===== src/rtl/i2c_read_master_if.sv =====
// Host-side bundle of the I2C read master: transaction handshake, open-drain line
// enables and the captured position record.
interface i2c_read_master_if;
    logic       start;
    logic       sda_in;
    logic       scl_oe;
    logic       sda_oe;
    logic       busy;
    logic       done;
    logic       nack_err;
    logic [7:0] x_pos;
    logic [7:0] y_pos;
    logic [7:0] status;

    modport master (
        input  start, sda_in,
        output scl_oe, sda_oe, busy, done, nack_err, x_pos, y_pos, status
    );

    modport slave (
        output start, sda_in,
        input  scl_oe, sda_oe, busy, done, nack_err, x_pos, y_pos, status
    );
endinterface


===== src/rtl/i2c_read_master.sv =====
// I2C master that reads a 3-byte position record (x, y, status) from a fixed target
// address and presents it atomically once the whole read has succeeded.
module i2c_read_master #(
    parameter logic [6:0]  SLAVE_ADDR = 7'h64,
    parameter int unsigned CLK_DIV    = 16
) (
    input logic                clk,
    input logic                rst,
    i2c_read_master_if.master  bus
);
    localparam int unsigned     CntW     = (CLK_DIV > 1) ? $clog2(CLK_DIV) : 1;
    localparam logic [CntW-1:0] CntMax   = CntW'(CLK_DIV - 1);
    localparam logic [7:0]      AddrByte = {SLAVE_ADDR, 1'b1};

    localparam logic [2:0] StIdle    = 3'd0;
    localparam logic [2:0] StStart   = 3'd1;
    localparam logic [2:0] StAddr    = 3'd2;
    localparam logic [2:0] StAddrAck = 3'd3;
    localparam logic [2:0] StRdByte  = 3'd4;
    localparam logic [2:0] StMack    = 3'd5;
    localparam logic [2:0] StStop    = 3'd6;

    logic [2:0]      state_q, state_d;
    logic [CntW-1:0] cnt_q, cnt_d;
    logic [1:0]      qtr_q, qtr_d;
    logic [2:0]      bit_q, bit_d;
    logic [1:0]      byte_idx_q, byte_idx_d;
    logic [7:0]      shift_q, shift_d;
    logic            ack_q, ack_d;
    logic [7:0]      sh0_q, sh0_d, sh1_q, sh1_d, sh2_q, sh2_d;
    logic [7:0]      x_q, x_d, y_q, y_d, st_q, st_d;
    logic            busy_q, busy_d, done_q, done_d, nack_q, nack_d;

    logic q_end, sample, slot_end;
    assign q_end    = (cnt_q == CntMax);
    assign sample   = q_end && (qtr_q == 2'd2);
    assign slot_end = q_end && (qtr_q == 2'd3);

    always_comb begin
        state_d    = state_q;
        cnt_d      = q_end ? '0 : cnt_q + CntW'(1);
        qtr_d      = q_end ? qtr_q + 2'd1 : qtr_q;
        bit_d      = bit_q;
        byte_idx_d = byte_idx_q;
        shift_d    = shift_q;
        ack_d      = ack_q;
        sh0_d      = sh0_q;
        sh1_d      = sh1_q;
        sh2_d      = sh2_q;
        x_d        = x_q;
        y_d        = y_q;
        st_d       = st_q;
        busy_d     = busy_q;
        done_d     = 1'b0;
        nack_d     = nack_q;

        case (state_q)
            StIdle: begin
                // A start landing on the done cycle is dropped, not queued.
                if (bus.start && !done_q) begin
                    state_d = StStart;
                    cnt_d   = '0;
                    qtr_d   = 2'd0;
                    nack_d  = 1'b0;
                    busy_d  = 1'b1;
                end
            end
            StStart: begin
                if (q_end && qtr_q == 2'd1) begin
                    state_d = StAddr;
                    qtr_d   = 2'd0;
                    bit_d   = 3'd0;
                end
            end
            StAddr: begin
                if (slot_end) begin
                    bit_d = bit_q + 3'd1;
                    if (bit_q == 3'd7) state_d = StAddrAck;
                end
            end
            StAddrAck: begin
                if (sample) ack_d = bus.sda_in;
                if (slot_end) begin
                    if (!ack_q) begin
                        state_d    = StRdByte;
                        byte_idx_d = 2'd0;
                        bit_d      = 3'd0;
                    end else begin
                        state_d = StStop;
                        nack_d  = 1'b1;
                    end
                end
            end
            StRdByte: begin
                if (sample) shift_d = {shift_q[6:0], bus.sda_in};
                if (slot_end) begin
                    bit_d = bit_q + 3'd1;
                    if (bit_q == 3'd7) begin
                        state_d = StMack;
                        case (byte_idx_q)
                            2'd0:    sh0_d = shift_q;
                            2'd1:    sh1_d = shift_q;
                            default: sh2_d = shift_q;
                        endcase
                    end
                end
            end
            StMack: begin
                if (slot_end) begin
                    if (!byte_idx_q[1]) begin
                        byte_idx_d = byte_idx_q + 2'd1;
                        state_d    = StRdByte;
                    end else begin
                        state_d = StStop;
                    end
                end
            end
            StStop: begin
                if (slot_end) begin
                    state_d = StIdle;
                    done_d  = 1'b1;
                    busy_d  = 1'b0;
                    if (!nack_q) begin
                        x_d  = sh0_q;
                        y_d  = sh1_q;
                        st_d = sh2_q;
                    end
                end
            end
            default: state_d = StIdle;
        endcase
    end

    always_ff @(posedge clk or posedge rst) begin
        if (rst) begin
            state_q    <= StIdle;
            cnt_q      <= '0;
            qtr_q      <= 2'd0;
            bit_q      <= 3'd0;
            byte_idx_q <= 2'd0;
            shift_q    <= 8'h00;
            ack_q      <= 1'b0;
            sh0_q      <= 8'h00;
            sh1_q      <= 8'h00;
            sh2_q      <= 8'h00;
            x_q        <= 8'h00;
            y_q        <= 8'h00;
            st_q       <= 8'h00;
            busy_q     <= 1'b0;
            done_q     <= 1'b0;
            nack_q     <= 1'b0;
        end else begin
            state_q    <= state_d;
            cnt_q      <= cnt_d;
            qtr_q      <= qtr_d;
            bit_q      <= bit_d;
            byte_idx_q <= byte_idx_d;
            shift_q    <= shift_d;
            ack_q      <= ack_d;
            sh0_q      <= sh0_d;
            sh1_q      <= sh1_d;
            sh2_q      <= sh2_d;
            x_q        <= x_d;
            y_q        <= y_d;
            st_q       <= st_d;
            busy_q     <= busy_d;
            done_q     <= done_d;
            nack_q     <= nack_d;
        end
    end

    // Line enables decode straight from state so reset releases the bus at once.
    logic scl_oe_c, sda_oe_c;
    always_comb begin
        scl_oe_c = 1'b0;
        sda_oe_c = 1'b0;
        case (state_q)
            StStart: begin
                scl_oe_c = (qtr_q == 2'd1);
                sda_oe_c = 1'b1;
            end
            StAddr: begin
                scl_oe_c = ~qtr_q[1];
                sda_oe_c = ~AddrByte[3'd7 - bit_q];
            end
            StAddrAck, StRdByte: scl_oe_c = ~qtr_q[1];
            StMack: begin
                scl_oe_c = ~qtr_q[1];
                sda_oe_c = ~byte_idx_q[1];
            end
            StStop: begin
                scl_oe_c = (qtr_q == 2'd0);
                sda_oe_c = ~qtr_q[1];
            end
            default: ;
        endcase
    end

    assign bus.scl_oe   = scl_oe_c;
    assign bus.sda_oe   = sda_oe_c;
    assign bus.busy     = busy_q;
    assign bus.done     = done_q;
    assign bus.nack_err = nack_q;
    assign bus.x_pos    = x_q;
    assign bus.y_pos    = y_q;
    assign bus.status   = st_q;
endmodule


===== src/flat_wrapper.sv =====
// flat-port wrapper written by rule: the top's interface ports become plain ports
module i2c_read_master_flat 
#(
    parameter logic [6:0]  SLAVE_ADDR = 7'h64,
    parameter int unsigned CLK_DIV    = 16
)
  (clk, rst, bus_start, bus_sda_in, bus_scl_oe, bus_sda_oe, bus_busy, bus_done, bus_nack_err, bus_x_pos, bus_y_pos, bus_status);
  i2c_read_master_if bus_i ();
  input logic clk;
  input logic rst;
  input wire logic [$bits(bus_i.start)-1:0] bus_start;
  input wire logic [$bits(bus_i.sda_in)-1:0] bus_sda_in;
  output wire logic [$bits(bus_i.scl_oe)-1:0] bus_scl_oe;
  output wire logic [$bits(bus_i.sda_oe)-1:0] bus_sda_oe;
  output wire logic [$bits(bus_i.busy)-1:0] bus_busy;
  output wire logic [$bits(bus_i.done)-1:0] bus_done;
  output wire logic [$bits(bus_i.nack_err)-1:0] bus_nack_err;
  output wire logic [$bits(bus_i.x_pos)-1:0] bus_x_pos;
  output wire logic [$bits(bus_i.y_pos)-1:0] bus_y_pos;
  output wire logic [$bits(bus_i.status)-1:0] bus_status;
  assign bus_i.start = bus_start;
  assign bus_i.sda_in = bus_sda_in;
  assign bus_scl_oe = bus_i.scl_oe;
  assign bus_sda_oe = bus_i.sda_oe;
  assign bus_busy = bus_i.busy;
  assign bus_done = bus_i.done;
  assign bus_nack_err = bus_i.nack_err;
  assign bus_x_pos = bus_i.x_pos;
  assign bus_y_pos = bus_i.y_pos;
  assign bus_status = bus_i.status;
  i2c_read_master #(.SLAVE_ADDR(SLAVE_ADDR), .CLK_DIV(CLK_DIV)) u_core (.clk(clk), .rst(rst), .bus(bus_i));
endmodule

===== config.mk =====
export PLATFORM = sky130hd
export DESIGN_NAME = i2c_read_master_flat
export DESIGN_NICKNAME = d
export VERILOG_FILES = /design/src/rtl/i2c_read_master_if.sv /design/src/rtl/i2c_read_master.sv /design/src/flat_wrapper.sv
export SDC_FILE = /design/constraint.sdc
export NUM_CORES = 1
export LEC_CHECK = 0
export CAP_MARGIN = 40
export CORE_ASPECT_RATIO = 0.6
export CORE_MARGIN = 2
export CORE_UTILIZATION = 45
export CTS_CLUSTER_DIAMETER = 30
export DETAILED_ROUTE_END_ITERATION = 10
export GPL_TIMING_DRIVEN = 0
export PLACE_DENSITY = 0.72
export SLEW_MARGIN = 40
export SYNTH_ARGS = -nofsm -noshare
export SYNTH_HDL_FRONTEND = slang
export SYNTH_SLANG_ARGS = --single-unit

===== constraint.sdc =====
create_clock -name clk -period 2.43 [get_ports clk]
set_input_delay 0.486 -clock clk [delete_from_list [all_inputs] [get_ports clk]]
set_output_delay 0.486 -clock clk [all_outputs]
set_load 0.005 [all_outputs]

==> run metrics <==
Die ar.=0.00797 mm2; Clock Tree Root=clkbuf_16; Max Clk Rate=425 MHz; Die Span Y=70.0 um; number of global-route vias before repair=2140; Initial Util=0.476; Max-Cap Viols=0; largest net degree at the start of global routing=62; synthesized area=0.00326 mm2; Critical Path End Type=output port; final hold vios=0; design area=0.00409 mm2; type of the tightest min-delay check=in2async; placer's final routability congestion estimate=0.860; nets=294; distinct cell type count after synthesis=48; crit path max-delay cell type=clkdlybuf4s50_1; WP data required=1.94 ns; Syn Area/Cell=13.6 um2; port bufs=32; DR iter-0 viols=89; Slew headroom=0.632; Synth Area in Compound Gates=0.0572; CTS tree=done; buffer and inverter count on the worst path=2; P&R area growth vs syn=25.4%; clk_skew=0.00735 ns; kind of critical path=reg2out; clk slew on worst S/H paths=0.06 ns; remaining antenna violation count=0; ys async rst share=1.00; first-pass GRT wire length=11400 um; DRT Pass-1 Iters=4; Worst-Margin Slew=0.548 ns; Synth area leaders=dfrtp_1 (57%), mux2_2 (17%), mux2_4 (3.7%); Mapped Nets=250; Fin Hold WS=0.443 ns; CP max stage delay=0.53 ns; Synth Flop Type=dfrtp_1; core box area=0.00685 mm2; count leader, synth=dfrtp_1; Peak supply drop=0.372 mV; synthesis-stage register bit count=74; worst-path fanout max=5; Sink Count=74; worst-skew pair later-pin latency=0.33 ns; reg2reg setup slack=0.22 ns; Post-synth EDFFs=0; Die W=114 um; crit path from=u_core.qtr_q[1]; ratio of cells with drive above 1 in the final layout=0.344; post-detail-place hpwl=4610 um; Tmin final=2.35 ns; warnings from Yosys=0; mean routed wirelength per cell=18.1 um; IO Count=33; Seq/Total Area, Yosys=0.568; GRT Overall Usage=0.187; Power Density=820 mW/mm2; overall routed net length=6790 um; simple-gate share of the synthesized area=0.0905; Rows=23; Reg-to-Reg Start=u_core.qtr_q[0]; CTS max path bufs=2; CP Launch Type=flop; Synth Area in Adders=0.0299; remaining global-route overflow=0; initial antenna violation count=0; synth cell count leaders=dfrtp_1 (74), mux2_2 (49), nor2_1 (12); dpl cell area=0.00373 mm2; H-tree depth=3; post-synthesis mux area share=0.216; CTS Buf Count=9; status=finished, final reports clean; ant diodes=0; # DRC=0; vias=2052; static leakage=1.93 nW; Worst Path Arrival=1.87 ns; Setup Viol. Count Final=0; crit-path cells=inv_2 -> ha_2 -> nand3b_1 -> a22oi_1 -> clkdlybuf4s50_1; largest family of logic cells by synthesized area=multiplexers; XOR/XNOR share of the synthesized area=0.0107; period utilization=0.968; Syn Inst Count=239; area leader, netlist=dfrtp_1; max-slew violations=0; Via-to-Cell Ratio=5.47; CP delay by family, top=buffers and inverters; post-synth top area share=0.568
kinds of logic after synthesis:
kind of cell,count (synthesis)
fa+ha+maj,8
simple gates,49
flops,74
xor+xnor,4
compound gates,27
buf+inv,17
mux,60
routing by layer:
metal,part of all wire,track usage
met5,0,0
met4,0.0074,0.0501
met3,0.048,0.0582
met2,0.45,0.275
met1,0.49,0.270
sequential cells by signal, summed over array words and instances, names as in the netlist, 3 cells and up:
signal and flops:
u_core.bus.status 8, u_core.bus.x_pos 8, u_core.bus.y_pos 8, u_core.sh0_q 8, u_core.sh1_q 8, u_core.sh2_q 8
u_core.shift_q 8, u_core.cnt_q 4, u_core.bit_q 3, u_core.state_q 3
final cells by class:
type | instances | area, um2
Clock inverter | 4 | 98.8
Clock buffer | 12 | 246
Fill cell | 550 | 2760
Multi-Input combinational cell | 148 | 1330
Tap cell | 87 | 109
Buffer | 10 | 77.6
Timing Repair Buffer | 34 | 354
Inverter | 6 | 27.5
Sequential cell | 74 | 1850
repair_timing:
action / CTS / global route
setup buffers: 0 / 1
endpoints found under the hold margin: 0 / 0
hold buffers: 0 / 0
setup endpoints to repair: 2 / 1
pin swaps: 0 / 0
gates resized for setup: 6 / 6
where the power goes:
group / internal [mW] / switching, mW
clock network: 1.03 / 0.484
registers: 1.29 / 0.0666
logic: 0.204 / 0.273
total: 2.53 / 0.823
cell usage in the layout (no fill, tap or decap), drive strengths merged, types with 5 or more instances in the layout:
| master | instances |
|---|---|
| o21ai | 8 |
| nand3 | 6 |
| dfrtp | 74 |
| mux2 | 58 |
| a21oi | 5 |
| clkdlybuf4s50 | 31 |
| ha | 7 |
| clkbuf | 15 |
| buf | 9 |
| inv | 6 |
| nand2 | 6 |
| nor2 | 14 |
metrics by stage:
| stage | util | instances | setup TNS, ns | power (mW) | setup slack [ns] |
|---|---|---|---|---|---|
| 2_1_floorplan | - | 239 | 0 | 1.70 | 0.0624 |
| 3_3_place_gp | 0.539 | 358 | -81.33 | 1.82 | -1.10 |
| 3_5_place_dp | 0.545 | 359 | -0.0589 | 1.85 | -0.0394 |
| 4_1_cts | 0.595 | 374 | 0 | 3.36 | 0.00521 |
| 5_1_grt | 0.597 | 375 | -0.00523 | 3.50 | -0.00523 |
| 6_report | 0.597 | 375 | 0 | 3.35 | 0.0776 |
final timing paths:
| kind | cells past startpoint | endpoint |
|---|---|---|
| hold reg to reg | 1 | u_core.cnt_q[0] |
| setup reg to reg | 7 | u_core.bus.status[5] |
| hold / removal | 2 | u_core.bus.status[7] |
| min in group clk | 1 | u_core.cnt_q[0] |
| max in group asynchronous | 3 | u_core.state_q[1] |
| setup / recovery | 5 | bus_scl_oe |
No activity file was read; power rests on OpenSTA's default activity.
